[src/rtl/ex_mem_pkg.sv]
// Shared definitions for the EX->MEM elastic stage: default field widths,
// skid-buffer state encoding and the bundle field layout.
package ex_mem_pkg;

    localparam int XLEN_DEF        = 32;
    localparam int RA_W_DEF        = 5;
    localparam int MRD_W_DEF       = 4;
    localparam int MWR_W_DEF       = 3;
    localparam int WBS_W_DEF       = 2;
    localparam int STALL_CNT_W_DEF = 16;

    typedef enum logic [1:0] {
        EMPTY = 2'b00,
        BUSY  = 2'b01,
        FULL  = 2'b10
    } skid_state_e;

    // Bundle fields listed from LSB upwards; F_END yields the total width.
    typedef enum int {
        F_WBS, F_MRD, F_MWR, F_WE, F_WA, F_RD2, F_ALU, F_PC, F_END
    } field_e;

    function automatic int field_lsb(field_e f, int xlen, int ra_w,
                                     int mrd_w, int mwr_w, int wbs_w);
        int lsb;
        lsb = 0;
        for (int i = 0; i < int'(f); i++) begin
            case (i)
                0:       lsb += wbs_w;
                1:       lsb += mrd_w;
                2:       lsb += mwr_w;
                3:       lsb += 1;
                4:       lsb += ra_w;
                default: lsb += xlen;
            endcase
        end
        return lsb;
    endfunction

endpackage

[src/rtl/ex_mem_elastic_pipeline_skid.sv]
// Generic 2-entry elastic buffer: main register feeds the output, skid
// register absorbs the one extra word accepted while the output stalls.
//
//   state | meaning
//   EMPTY | main invalid, skid invalid
//   BUSY  | main valid, skid invalid
//   FULL  | main valid, skid valid (in_ready low)
module pipe_skid_buffer
    import ex_mem_pkg::*;
#(
    parameter int WIDTH = 8
)(
    input  logic             CLK,
    input  logic             RESET,
    input  logic             FLUSH,
    input  logic             in_valid,
    output logic             in_ready,
    input  logic [WIDTH-1:0] in_data,
    output logic             out_valid,
    input  logic             out_ready,
    output logic [WIDTH-1:0] out_data
);

    skid_state_e      state_q, state_d;
    logic [WIDTH-1:0] main_q, skid_q;
    logic             in_fire, out_fire;
    logic             load_main_in, load_main_skid, load_skid;

    // Ready is decoded from state only, so out_ready never reaches in_ready.
    assign in_ready  = (state_q != FULL);
    assign out_valid = (state_q != EMPTY);
    assign out_data  = main_q;
    assign in_fire   = in_valid & in_ready;
    assign out_fire  = out_valid & out_ready;

    always_comb begin
        state_d        = state_q;
        load_main_in   = 1'b0;
        load_main_skid = 1'b0;
        load_skid      = 1'b0;
        case (state_q)
            EMPTY: begin
                if (in_fire) begin
                    load_main_in = 1'b1;
                    state_d      = BUSY;
                end
            end
            BUSY: begin
                if (in_fire && out_fire) begin
                    load_main_in = 1'b1;
                end else if (in_fire) begin
                    load_skid = 1'b1;
                    state_d   = FULL;
                end else if (out_fire) begin
                    state_d = EMPTY;
                end
            end
            FULL: begin
                if (out_fire) begin
                    load_main_skid = 1'b1;
                    state_d        = BUSY;
                end
            end
            default: state_d = EMPTY;
        endcase
        if (FLUSH) begin
            state_d        = EMPTY;
            load_main_in   = 1'b0;
            load_main_skid = 1'b0;
            load_skid      = 1'b0;
        end
    end

    always_ff @(posedge CLK) begin
        if (RESET) begin
            state_q <= EMPTY;
            main_q  <= '0;
            skid_q  <= '0;
        end else begin
            state_q <= state_d;
            if (load_main_in) begin
                main_q <= in_data;
            end else if (load_main_skid) begin
                main_q <= skid_q;
            end
            if (load_skid) begin
                skid_q <= in_data;
            end
        end
    end

endmodule

[src/rtl/ex_mem_elastic_pipeline.sv]
// EX->MEM stage register with valid/ready handshake, flush, bubble masking of
// memory/register-write controls and a saturating stall-cycle counter.
module ex_mem_elastic_pipeline
    import ex_mem_pkg::*;
#(
    parameter int XLEN        = XLEN_DEF,
    parameter int RA_W        = RA_W_DEF,
    parameter int MRD_W       = MRD_W_DEF,
    parameter int MWR_W       = MWR_W_DEF,
    parameter int WBS_W       = WBS_W_DEF,
    parameter int STALL_CNT_W = STALL_CNT_W_DEF
)(
    input  logic                   CLK,
    input  logic                   RESET,
    input  logic                   FLUSH,
    input  logic                   EX_VALID,
    output logic                   EX_READY,
    input  logic [XLEN-1:0]        EX_PC,
    input  logic [XLEN-1:0]        EX_ALU_OUT,
    input  logic [XLEN-1:0]        EX_REG_DATA2,
    input  logic [RA_W-1:0]        EX_REG_WRITE_ADDR,
    input  logic                   EX_REG_WRITE_EN,
    input  logic [MWR_W-1:0]       EX_DATA_MEM_WRITE,
    input  logic [MRD_W-1:0]       EX_DATA_MEM_READ,
    input  logic [WBS_W-1:0]       EX_WB_VALUE_SELECT,
    output logic                   MEM_VALID,
    input  logic                   MEM_READY,
    output logic [XLEN-1:0]        MEM_PC,
    output logic [XLEN-1:0]        MEM_ALU_OUT,
    output logic [XLEN-1:0]        MEM_REG_DATA2,
    output logic [RA_W-1:0]        MEM_REG_WRITE_ADDR,
    output logic                   MEM_REG_WRITE_EN,
    output logic [MWR_W-1:0]       MEM_DATA_MEM_WRITE,
    output logic [MRD_W-1:0]       MEM_DATA_MEM_READ,
    output logic [WBS_W-1:0]       MEM_WB_VALUE_SELECT,
    output logic [STALL_CNT_W-1:0] STALL_CYCLES
);

    localparam int L_WBS    = field_lsb(F_WBS, XLEN, RA_W, MRD_W, MWR_W, WBS_W);
    localparam int L_MRD    = field_lsb(F_MRD, XLEN, RA_W, MRD_W, MWR_W, WBS_W);
    localparam int L_MWR    = field_lsb(F_MWR, XLEN, RA_W, MRD_W, MWR_W, WBS_W);
    localparam int L_WE     = field_lsb(F_WE,  XLEN, RA_W, MRD_W, MWR_W, WBS_W);
    localparam int L_WA     = field_lsb(F_WA,  XLEN, RA_W, MRD_W, MWR_W, WBS_W);
    localparam int L_RD2    = field_lsb(F_RD2, XLEN, RA_W, MRD_W, MWR_W, WBS_W);
    localparam int L_ALU    = field_lsb(F_ALU, XLEN, RA_W, MRD_W, MWR_W, WBS_W);
    localparam int L_PC     = field_lsb(F_PC,  XLEN, RA_W, MRD_W, MWR_W, WBS_W);
    localparam int BUNDLE_W = field_lsb(F_END, XLEN, RA_W, MRD_W, MWR_W, WBS_W);

    localparam logic [STALL_CNT_W-1:0] STALL_MAX = '1;

    logic [BUNDLE_W-1:0]    ex_bundle, mem_bundle;
    logic [STALL_CNT_W-1:0] stall_q;

    assign ex_bundle = {EX_PC, EX_ALU_OUT, EX_REG_DATA2, EX_REG_WRITE_ADDR,
                        EX_REG_WRITE_EN, EX_DATA_MEM_WRITE, EX_DATA_MEM_READ,
                        EX_WB_VALUE_SELECT};

    pipe_skid_buffer #(.WIDTH(BUNDLE_W)) u_skid (
        .CLK       (CLK),
        .RESET     (RESET),
        .FLUSH     (FLUSH),
        .in_valid  (EX_VALID),
        .in_ready  (EX_READY),
        .in_data   (ex_bundle),
        .out_valid (MEM_VALID),
        .out_ready (MEM_READY),
        .out_data  (mem_bundle)
    );

    // Side-effecting controls are forced low on bubbles; data fields keep their last value.
    assign MEM_PC              = mem_bundle[L_PC  +: XLEN];
    assign MEM_ALU_OUT         = mem_bundle[L_ALU +: XLEN];
    assign MEM_REG_DATA2       = mem_bundle[L_RD2 +: XLEN];
    assign MEM_REG_WRITE_ADDR  = mem_bundle[L_WA  +: RA_W];
    assign MEM_REG_WRITE_EN    = mem_bundle[L_WE] & MEM_VALID;
    assign MEM_DATA_MEM_WRITE  = mem_bundle[L_MWR +: MWR_W] & {MWR_W{MEM_VALID}};
    assign MEM_DATA_MEM_READ   = mem_bundle[L_MRD +: MRD_W] & {MRD_W{MEM_VALID}};
    assign MEM_WB_VALUE_SELECT = mem_bundle[L_WBS +: WBS_W];

    always_ff @(posedge CLK) begin
        if (RESET) begin
            stall_q <= '0;
        end else if (MEM_VALID && !MEM_READY && !FLUSH && stall_q != STALL_MAX) begin
            stall_q <= stall_q + 1'b1;
        end
    end

    assign STALL_CYCLES = stall_q;

endmodule
[config.mk]
export PLATFORM = sky130hd
export DESIGN_NAME = ex_mem_elastic_pipeline
export DESIGN_NICKNAME = d
export VERILOG_FILES = /design/src/rtl/ex_mem_pkg.sv /design/src/rtl/ex_mem_elastic_pipeline_skid.sv /design/src/rtl/ex_mem_elastic_pipeline.sv
export SDC_FILE = /design/constraint.sdc
export NUM_CORES = 1
export LEC_CHECK = 0
export CELL_PAD_IN_SITES_DETAIL_PLACEMENT = 1
export CELL_PAD_IN_SITES_GLOBAL_PLACEMENT = 1
export CORE_ASPECT_RATIO = 0.7
export CORE_UTILIZATION = 30
export DETAILED_ROUTE_END_ITERATION = 6
export GPL_ROUTABILITY_DRIVEN = 1
export PLACE_DENSITY = 0.75
export SLEW_MARGIN = 20
export SYNTH_ARGS = -nofsm -noshare
export SYNTH_HDL_FRONTEND = slang
export SYNTH_HIERARCHICAL = 1
export SYNTH_SLANG_ARGS = --single-unit
[constraint.sdc]
create_clock -name CLK -period 2.8 [get_ports CLK]
set_input_delay 0.7 -clock CLK [delete_from_list [all_inputs] [get_ports CLK]]
set_output_delay 0.7 -clock CLK [all_outputs]
set_load 0.005 [all_outputs]
==> flow_metrics.env <==
export IMPL_status="finished, final reports clean"
export IMPL_p_per_area_mw_per_mm2=561
export IMPL_grt_pass1_wl_microns=58300
export IMPL_cts_tree="yes"
export IMPL_start_kind="flip-flop"
export IMPL_rsz0062_at_grt="no"
export IMPL_floorplan_initialDensity_pct=30.4
export IMPL_final_nets=1551
export IMPL_synth_top_cell_by_area="dfxtp_1"
export IMPL_ys_warnings_count=6
export IMPL_synthMuxAreaShare_pct=0.309
export IMPL_p_leak_nw=4.47
export IMPL_synth_async_reset_ratio_pct=0
export IMPL_synth_adder_area_share_pct=0.119
export IMPL_nFillCells=4083
export IMPL_die_area_sq_mm=0.0359
export IMPL_top_level_ports=245
export IMPL_synth_area_sq_mm=0.0105
export IMPL_ys_ff_latch=240
export IMPL_cts_root_buf="clkbuf_16"
export IMPL_seqCellArea_sq_mm=0.00481
export IMPL_die_height_microns=159
export IMPL_ant_nets=0
export IMPL_synth_compound_area_share_pct=21.5
export IMPL_max_cap_violations=0
export IMPL_path_max_fanout=9
export IMPL_drt_initial_drc_count=781
export IMPL_die_w_microns=226
export IMPL_hp_class="flip-flop to flip-flop"
export IMPL_synth_cells=1265
export IMPL_firstDrtPassIters=5
export IMPL_yosys_area_share_simple_pct=24.9
export IMPL_synth_top_family_by_area="simple AND/OR/NAND/NOR gates"
export IMPL_finalCriticalPeriod_ns=2.72
export IMPL_ir_drop_mv=0.359
export IMPL_clockBufferDepth=3
export IMPL_avgSynthCellArea_sq_um=8.33
export IMPL_setup_slack_ns=0.0771
export IMPL_finalCritPeriodShare_pct=97.2
export IMPL_dp_hpwl_microns=22600
export IMPL_arrival_ns=2.02
export IMPL_clk_pin_slew_ns=0.06
export IMPL_stdcell_area_sq_mm=0.0142
export IMPL_core_area_sq_mm=0.0347
export IMPL_ys_types=39
export IMPL_syn_to_final_growth_pct=34.5
export IMPL_wl_per_cell_microns=19.2
export IMPL_grt_pass1_vias=10600
export IMPL_insertedDiodeCount=0
export IMPL_num_vias=10400
export IMPL_final_setup_tns_ns=0
export IMPL_synth_nets=1382
export IMPL_routed_via_density=5.42
export IMPL_setup_viol=0
export IMPL_cts_inserted_buffers=27
export IMPL_synth_area_leaders="dfxtp_1, a311oi_1, nand2_1, a21oi_1, nand3_1"
export IMPL_slew_headroom_pct=43.4
export IMPL_grt_max_degree=133
export IMPL_worstSetupEndpointType="output port"
export IMPL_crit_type="flip-flop to output port"
export IMPL_crit_required_ns=2.10
export IMPL_ys_flop_type="dfxtp_1"
export IMPL_yosys_area_top_type_share_pct=45.6
export IMPL_drv_slew=0
export IMPL_htreeDepth=1
export IMPL_worst_slew_pin_slew_ns=0.849
export IMPL_synth_edf_count=0
export IMPL_route_detailed_drc=0
export IMPL_synth_xor_area_share_pct=0
export IMPL_finalPower_mw=7.95
export IMPL_gp_congestion=0.793
export IMPL_clock_latency_ns=0.53
export IMPL_num_rows=57
export IMPL_grt_use_total_pct=19.9
export IMPL_hold_viol_final=0
export IMPL_port_buffers=244
export IMPL_fmax_mhz=367
export IMPL_drive_gt1_share_pct=9.86
export IMPL_rrSetupSlack_ns=0.46
export IMPL_clock_sinks=240
export IMPL_wl_microns=36900
export IMPL_dp_slack_ns=-0.125
export IMPL_yosysSeqAreaShare_pct=45.6
export IMPL_fin_worst_skew_ns=0.00740
export IMPL_antenna_found_initial=0
export IMPL_grt_overflow=0
export IMPL_multi_input_area_sq_mm=0.00498
export IMPL_post_dp_cell_area_sq_mm=0.0133
==> worst paths after layout <==
check                                               startpoint                        endpoint  depth (start not counted)
worst min register to register  u_skid/skid_q[25]$_SDFFE_PP0P_  u_skid/skid_q[25]$_SDFFE_PP0P_                          2
worst max register to register  u_skid/state_q[0]$_SDFFE_PP0P_    STALL_CYCLES[9]$_SDFFE_PP0P_                          6
worst max-delay path            u_skid/state_q[0]$_SDFFE_PP0P_            MEM_DATA_MEM_READ[2]                          4
worst min-delay path            u_skid/skid_q[25]$_SDFFE_PP0P_  u_skid/skid_q[25]$_SDFFE_PP0P_                          2
==> power breakdown <==
group	switching (mW)	total (mW)	internal, mW	leakage [nW]
logic	0.479	0.956	0.477	2.11
registers	0.0848	3.63	3.54	1.96
clock network	1.42	3.37	1.94	0.407
total	1.99	7.95	5.97	4.47
==> flip-flops by register name, indices dropped and copies added (netlist names) <==
signal	cells
u_skid/skid_q	111
STALL_CYCLES	16
u_skid/state_q	2
u_skid/out_data	111
==> cell families (layout without fill, tap and decap cells) <==
| kind of cell | after synthesis | in the layout |
|---|---|---|
| buffers and inverters | 147 | 332 |
| AOI/OAI and AO/OA | 362 | 362 |
| and+or+nand+nor | 512 | 512 |
| muxes | 3 | 3 |
| DFF | 240 | 240 |
| adders and majority gates | 1 | 1 |
==> critical path, stage by stage, from the launching register on <==
cell	delay, ns
dfxtp_4	0.38
or2_2	0.32
buf_4	0.18
and2_1	0.14
clkdlybuf4s50_1	0.47
==> layout make-up <==
| type | count | area share, % |
|---|---|---|
| timing repair buffer | 283 | 20.8 |
| sequential | 240 | 33.9 |
| tap | 472 | 4.17 |
| clock inverter | 4 | 0.168 |
| multi-input combinational | 878 | 35.2 |
| clock buffer | 41 | 5.63 |
| inverter | 4 | 0.106 |
==> timing repair <==
action                     in CTS  in global routing
setup endpoints to repair       5                  2
resized for setup               1                  1
buffers inserted                0                  0
hold buffers                    0                  0
==> Yosys cell counts, types with 2 or more instances <==
master,count
nand3_1,118
or3_1,4
a21oi_1,125
or3b_2,2
clkbuf_1,56
nand2_1,230
a311oi_1,111
buf_2,58
buf_4,8
inv_1,4
mux2_2,2
o21ai_0,43
dfxtp_1,240
nand4_1,3
or4_1,9
buf_6,20
or3b_1,2
nor3_2,51
o21ai_1,71
nor2b_1,2
nand2b_1,2
nor3_1,65
nor4_1,3
nor2_1,6
and2_1,8
o31ai_1,9
==> per-layer routing <==
layer | up-vias | track usage (%) | part of all wire (%)
li1 | 4911 | - | -
met1 | 5228 | 27.9 | 48
met2 | 238 | 32.1 | 46
met3 | 39 | 3.61 | 4.9
met4 | 0 | 3.43 | 1.3
met5 | - | 0 | 0
==> through the flow <==
| stage | std cells | hold WS [ns] | utilization [%] |
|---|---|---|---|
| final | 1922 | 0.476 | 40.9 |
| after global routing | 1922 | 0.490 | 40.9 |
| after CTS | 1922 | 0.478 | 40.9 |
| after detailed placement | 1877 | 0.470 | 38.5 |
| after global placement | 1877 | 0.461 | 38.5 |
| after floorplan | 1265 | 0.454 | - |
==> cells in the final DEF (no fill, tap or decap), types with 22 or more instances in the layout <==
| cell | n |
|---|---|
| a311oi_1 | 111 |
| clkbuf_16 | 27 |
| o21ai_1 | 71 |
| nor3_1 | 65 |
| nand3_1 | 118 |
| clkdlybuf4s50_1 | 243 |
| a21oi_1 | 125 |
| nand2_1 | 229 |
| nor3_2 | 51 |
| o21ai_0 | 43 |
| buf_4 | 22 |
| dfxtp_1 | 239 |
No activity file was read; power rests on OpenSTA's default activity.
==> RTL edit 1: new RTL, config.mk and constraints unchanged <==
The 3 states of `skid_state_e` get a one-hot encoding in 3 bits.
--- a/src/rtl/ex_mem_pkg.sv
+++ b/src/rtl/ex_mem_pkg.sv
@@ -11,6 +11,6 @@
 
-    typedef enum logic [1:0] {
-        EMPTY = 2'b00,
-        BUSY  = 2'b01,
-        FULL  = 2'b10
+    typedef enum logic [2:0] {
+        EMPTY = 3'b001,
+        BUSY  = 3'b010,
+        FULL  = 3'b100
     } skid_state_e;
Function: no difference found for any inputs over 4 cycles, from zero or initial values and one cycle with RESET high; so few cycles prove little.
==> RTL edit 1 against the original RTL <==
Register-to-register slack got worse by 0.07 ns; synthesized cell count shrank 9.9%; final cell count decreased by 7.8%; wire length is 5.3% lower; clock skew up 0.0052 ns; cell area shrank 5.1%; global-route usage rose by 0.55 points; utilization is 2.2 points higher; fmax grew 0.88%; total power decreased by 0.62%; setup slack gained 0.024 ns; hold slack got worse by 0.023 ns; synthesized area fell by 9.6%; sequential cell count is 1 higher; critical path type unchanged; largest cell class is now registers.
==> RTL edit 1: results (changes against the original RTL) <==
- Worst setup timing slack at the placement stage: -0.0707 ns (+0.0543 ns)
- The worst-case hold slack is 0.454 ns (-0.0227 ns).
- Counting instances in the post-synthesis netlist gives the leading cell types as 241 x sky130_fd_sc_hd__dfxtp_1, 237 x sky130_fd_sc_hd__a21oi_1, 231 x sky130_fd_sc_hd__nand2_1.
- The wire length of the first global-routing pass came to 52800 µm (-9.3%).
* Number of resized instances in the post-cts repair step: 4 (+3)
- Adder and majority gate portion of the synthesized area: 0.131% (+0.013 points)
* Remaining max-slew budget at the tightest pin: 55.7% (+12 points)
- The mux cell area share after synthesis is 0.342% (+0.033 points).
* Clock skew: 0.0126 ns (+0.00518 ns)
- Met1 GRT Util: 27.5% (-0.45 points)
- The total iterations of the first detailed-routing run was 4 (-1).
- The via count of the first global-routing pass came to 9224 (-13%).
- Endpoint, Worst Hold: u_skid/skid_q[31]
* Wire length per cell after detailed routing: 19.7 µm (+2.7%)
* Largest net degree at the start of global routing: 87 (-35%)
- Global-route met2 utilization: 32.7% (+0.60 points)
- The minimum period implied by the final worst setup slack came to 2.70 ns (-0.0237 ns).
- Ranking of synthesized cells by area: sky130_fd_sc_hd__dfxtp_1 51%, sky130_fd_sc_hd__a21oi_1 12%, sky130_fd_sc_hd__a32oi_1 10%
* Cts bufs inserted: 26 (-3.7%)
* Routed length on met1: 16100 µm (-9.5%)
* R2r endpoint: STALL_CYCLES[13]
- The total placed cells including tap cells came to 1721 (-8.3%).
- The number of cell instances on the worst register-to-register path came to 5 (-1).
- The global routing usage on met3 came to 5.34% (+1.7 points).
- The net total in the final layout came to 1447 (-6.7%).
- The global-route usage over all layers is 20.5% (+0.55 points).
* HP Start: u_skid/skid_q[31]
- The post-synthesis cell count was 1140 (-9.9%).
* Maximum VDD drop: 0.384 mV (+7.2%)
- The number of distinct library cells after synthesis is 39 (unchanged).
- Number of standard cells in the layout, taps in and fillers out: 1772 (-7.8%)
- Run status: complete, no violations
* Arrival time of the worst setup path: 2.00 ns (-0.02 ns)
* Async S/R FF share, synth: 0% (unchanged)
- The routed via count divided by cell count came to 5.33 (-1.7%).
- The critical path starts at u_skid/state_q[2].
- The half-perimeter wire length after placement came to 22100 µm (-2.5%).
* Placed inst area: 0.0125 mm² (-6.3%)
- Endpoint of the most critical setup path: MEM_DATA_MEM_WRITE[2]
- Met2 wire length: 16100 µm (-4.3%)
- Worst-skew pair later-pin latency: 0.53 ns (about the same)
- Top metal layer carrying routed signals: met5
- Antenna violations before repair: 4 (+4)
- Syn_nets: 1257 (-9.0%)
- The share of the synthesized netlist area taken by xor and xnor gates is 0.0920% (+0.092 points).
* Final-layout fill cell count: 3618 (-11%)
-- RTL edit 1: changes by cell type in the layout (fill, tap and decap cells not counted), sizes merged, moves of 2 or more --
cell	delta
a311oi	-111
a32oi	+111
diode	+2
o21ai	-108
buf	-4
or3b	-2
inv	+2
and3	+2
a21oi	+112
nor3	-111
clkbuf	+2
-- RTL edit 1: power groups by stage --
stage,clock network (µW),registers (µW),logic (µW)
2_1_floorplan,0,3630,257
3_3_place_gp,0,3630,717
3_5_place_dp,0,3630,728
4_1_cts,3710,3550,734
5_1_grt,3850,3560,782
6_report,3620,3550,732
-- RTL edit 1: cell type report --
| type | instances | area, µm² | share of cell area (%) |
|---|---|---|---|
| diodes | 2 | 5.00 | 0.0372 |
| clock inverters | 5 | 53.8 | 0.400 |
| flip-flops and latches | 241 | 4830 | 35.9 |
| repair buffers | 279 | 2930 | 21.8 |
| inverters | 6 | 22.5 | 0.168 |
| well taps | 420 | 526 | 3.91 |
| multi-input cells | 776 | 4210 | 31.4 |
| clock buffers | 43 | 856 | 6.37 |
==> RTL edit 2: new RTL, same flow settings <==
Made on the original files. The package constant `MRD_W_DEF` goes from 4 to 6.
--- a/src/rtl/ex_mem_pkg.sv
+++ b/src/rtl/ex_mem_pkg.sv
@@ -6,3 +6,3 @@
     localparam int RA_W_DEF        = 5;
-    localparam int MRD_W_DEF       = 4;
+    localparam int MRD_W_DEF       = 6;
     localparam int MWR_W_DEF       = 3;
Interface: changed (resized EX_DATA_MEM_READ and MEM_DATA_MEM_READ); port bits go from 245 to 249. The function was not compared with the original's and may differ.
==> RTL edit 2 against the original RTL <==
Setup slack improved by 0.0048 ns; global-route usage fell by 0.67 points; highest routed layer is now met5; cell area is 7.3% higher; sequential share of layout area decreased by 1.8 points; synthesized area is 8.5% higher; wire length grew 5.6%; sequential power grew 1%; sequential cell count grew 4; total power grew 4.4%.
==> RTL edit 2: results (changes against the original RTL) <==
* Antenna violations before repair: 3 (+3)
- The critical path ends at MEM_DATA_MEM_READ[5].
- The worst-case hold slack is 0.477 ns (+0.000794 ns).
* R2r endpoint: STALL_CYCLES[13]
- Area used by multi-input combinational logic: 0.00577 mm² (+16%)
- Vias in the first global route: 11.0k (+3.9%)
- Count of multi-input combinational gates: 890 (+1.4%)
- The number of non-clock buffers came to 289 (+2.1%).
- The worst stage delay on the critical path came to 0.51 ns (+0.04 ns).
- Worst setup timing slack at the placement stage: -0.223 ns (-0.0976 ns)
- Top metal layer carrying routed signals: met5
- The wire length of the first global-routing pass was 60500 µm (+3.8%).
* Ranking of synthesized cells by area: sky130_fd_sc_hd__dfxtp_1 43%, sky130_fd_sc_hd__nor3_2 9.4%, sky130_fd_sc_hd__a311oi_2 9.2%
- The run finished with clean final reports.
- Flops & latches, synth: 244 (+1.7%)
- The net total in the final layout is 1576 (+1.6%).
* Achievable Freq: 0.368 GHz (+0.18%)
- Placed wire-length estimate after detailed placement: 24000 µm (+6.3%)
- The transition at the pin with the smallest max-transition slack is 0.666 ns (-0.183 ns).
- Total length of routed wires: 39000 µm (+5.6%)
- Distinct cells, synth: 46 (+18%)
* Met2 wire length: 18500 µm (+9.9%)
* Number of resized instances in the post-cts repair step: 0 (-1)
- The met1 track demand over resource in global routing is 24.5% (-3.4 points).
- The global routing usage on met3 came to 4.36% (+0.75 points).
- The post-synthesis cell count was 1282 (+1.3%).
* Proportion of cell area spent on the clock network: 5.55% (-0.25 points)
- The worst-skew pair later-pin latency was 0.55 ns (+0.02 ns).
* Post-route design area: 0.0152 mm² (+7.3%)
* Placer's final routability congestion estimate: 0.781 (-1.5%)
- The amount of wire on met3 after detailed routing was 2090 µm (+16%).
- Share of post-route cells with drive strength above 1: 18.2% (+8.3 points)
- Lkg Pwr: 0.00479 µW (+7.0%)
- The routed via count divided by cell count was 5.40 (-0.41%).
* Diode insertion count for antenna repair: 2 (+2)
* Layout clock buffer count: 36 (-12%)
* Count of input and output buffers: 248 (+1.6%)
* Global-route met2 utilization: 33.3% (+1.3 points)
- Wire length per cell after detailed routing: 19.9 µm (+3.5%)
* Syn_nets: 1401 (+1.4%)
- The maximum resistive drop on vdd was 0.384 mV (+7.0%).
* Sequential-to-total area share from yosys stat: 42.7% (-2.9 points)
- The number of filler instances in the final layout is 4284 (+4.9%).
* Endpoint, Worst Hold: u_skid/skid_q[33]
- Initial DRC Count: 573 (-27%)
* Highest fanout seen on the critical path: 12 (+3)
==> RTL edit 2: changes by cell type after synthesis, moves of 38 or more <==
| cell | before | now |
|---|---|---|
| sky130_fd_sc_hd__a311oi_1 | 111 | 45 |
| sky130_fd_sc_hd__a311oi_2 | 0 | 70 |
| sky130_fd_sc_hd__nor3_1 | 65 | 11 |
| sky130_fd_sc_hd__nor3_2 | 51 | 107 |
| sky130_fd_sc_hd__o21ai_0 | 43 | 87 |
| sky130_fd_sc_hd__o21ai_1 | 71 | 33 |
==> RTL edit 2: cell families after synthesis <==
family	Yosys count	synth area share, %
simple gates	516	25.5
compound gates	368	24.0
flops	244	42.7
buf+inv	148	7.20
mux	5	0.449
fa+ha+maj	1	0.109
==> RTL edit 2: power breakdown <==
| group | total [µW] | internal [µW] | switching [µW] | leakage [µW] |
|---|---|---|---|---|
| registers | 3680 | 3600 | 81.0 | 0.00199 |
| logic | 1090 | 536 | 553 | 0.00238 |
| clock network | 3530 | 2040 | 1490 | 0.000414 |
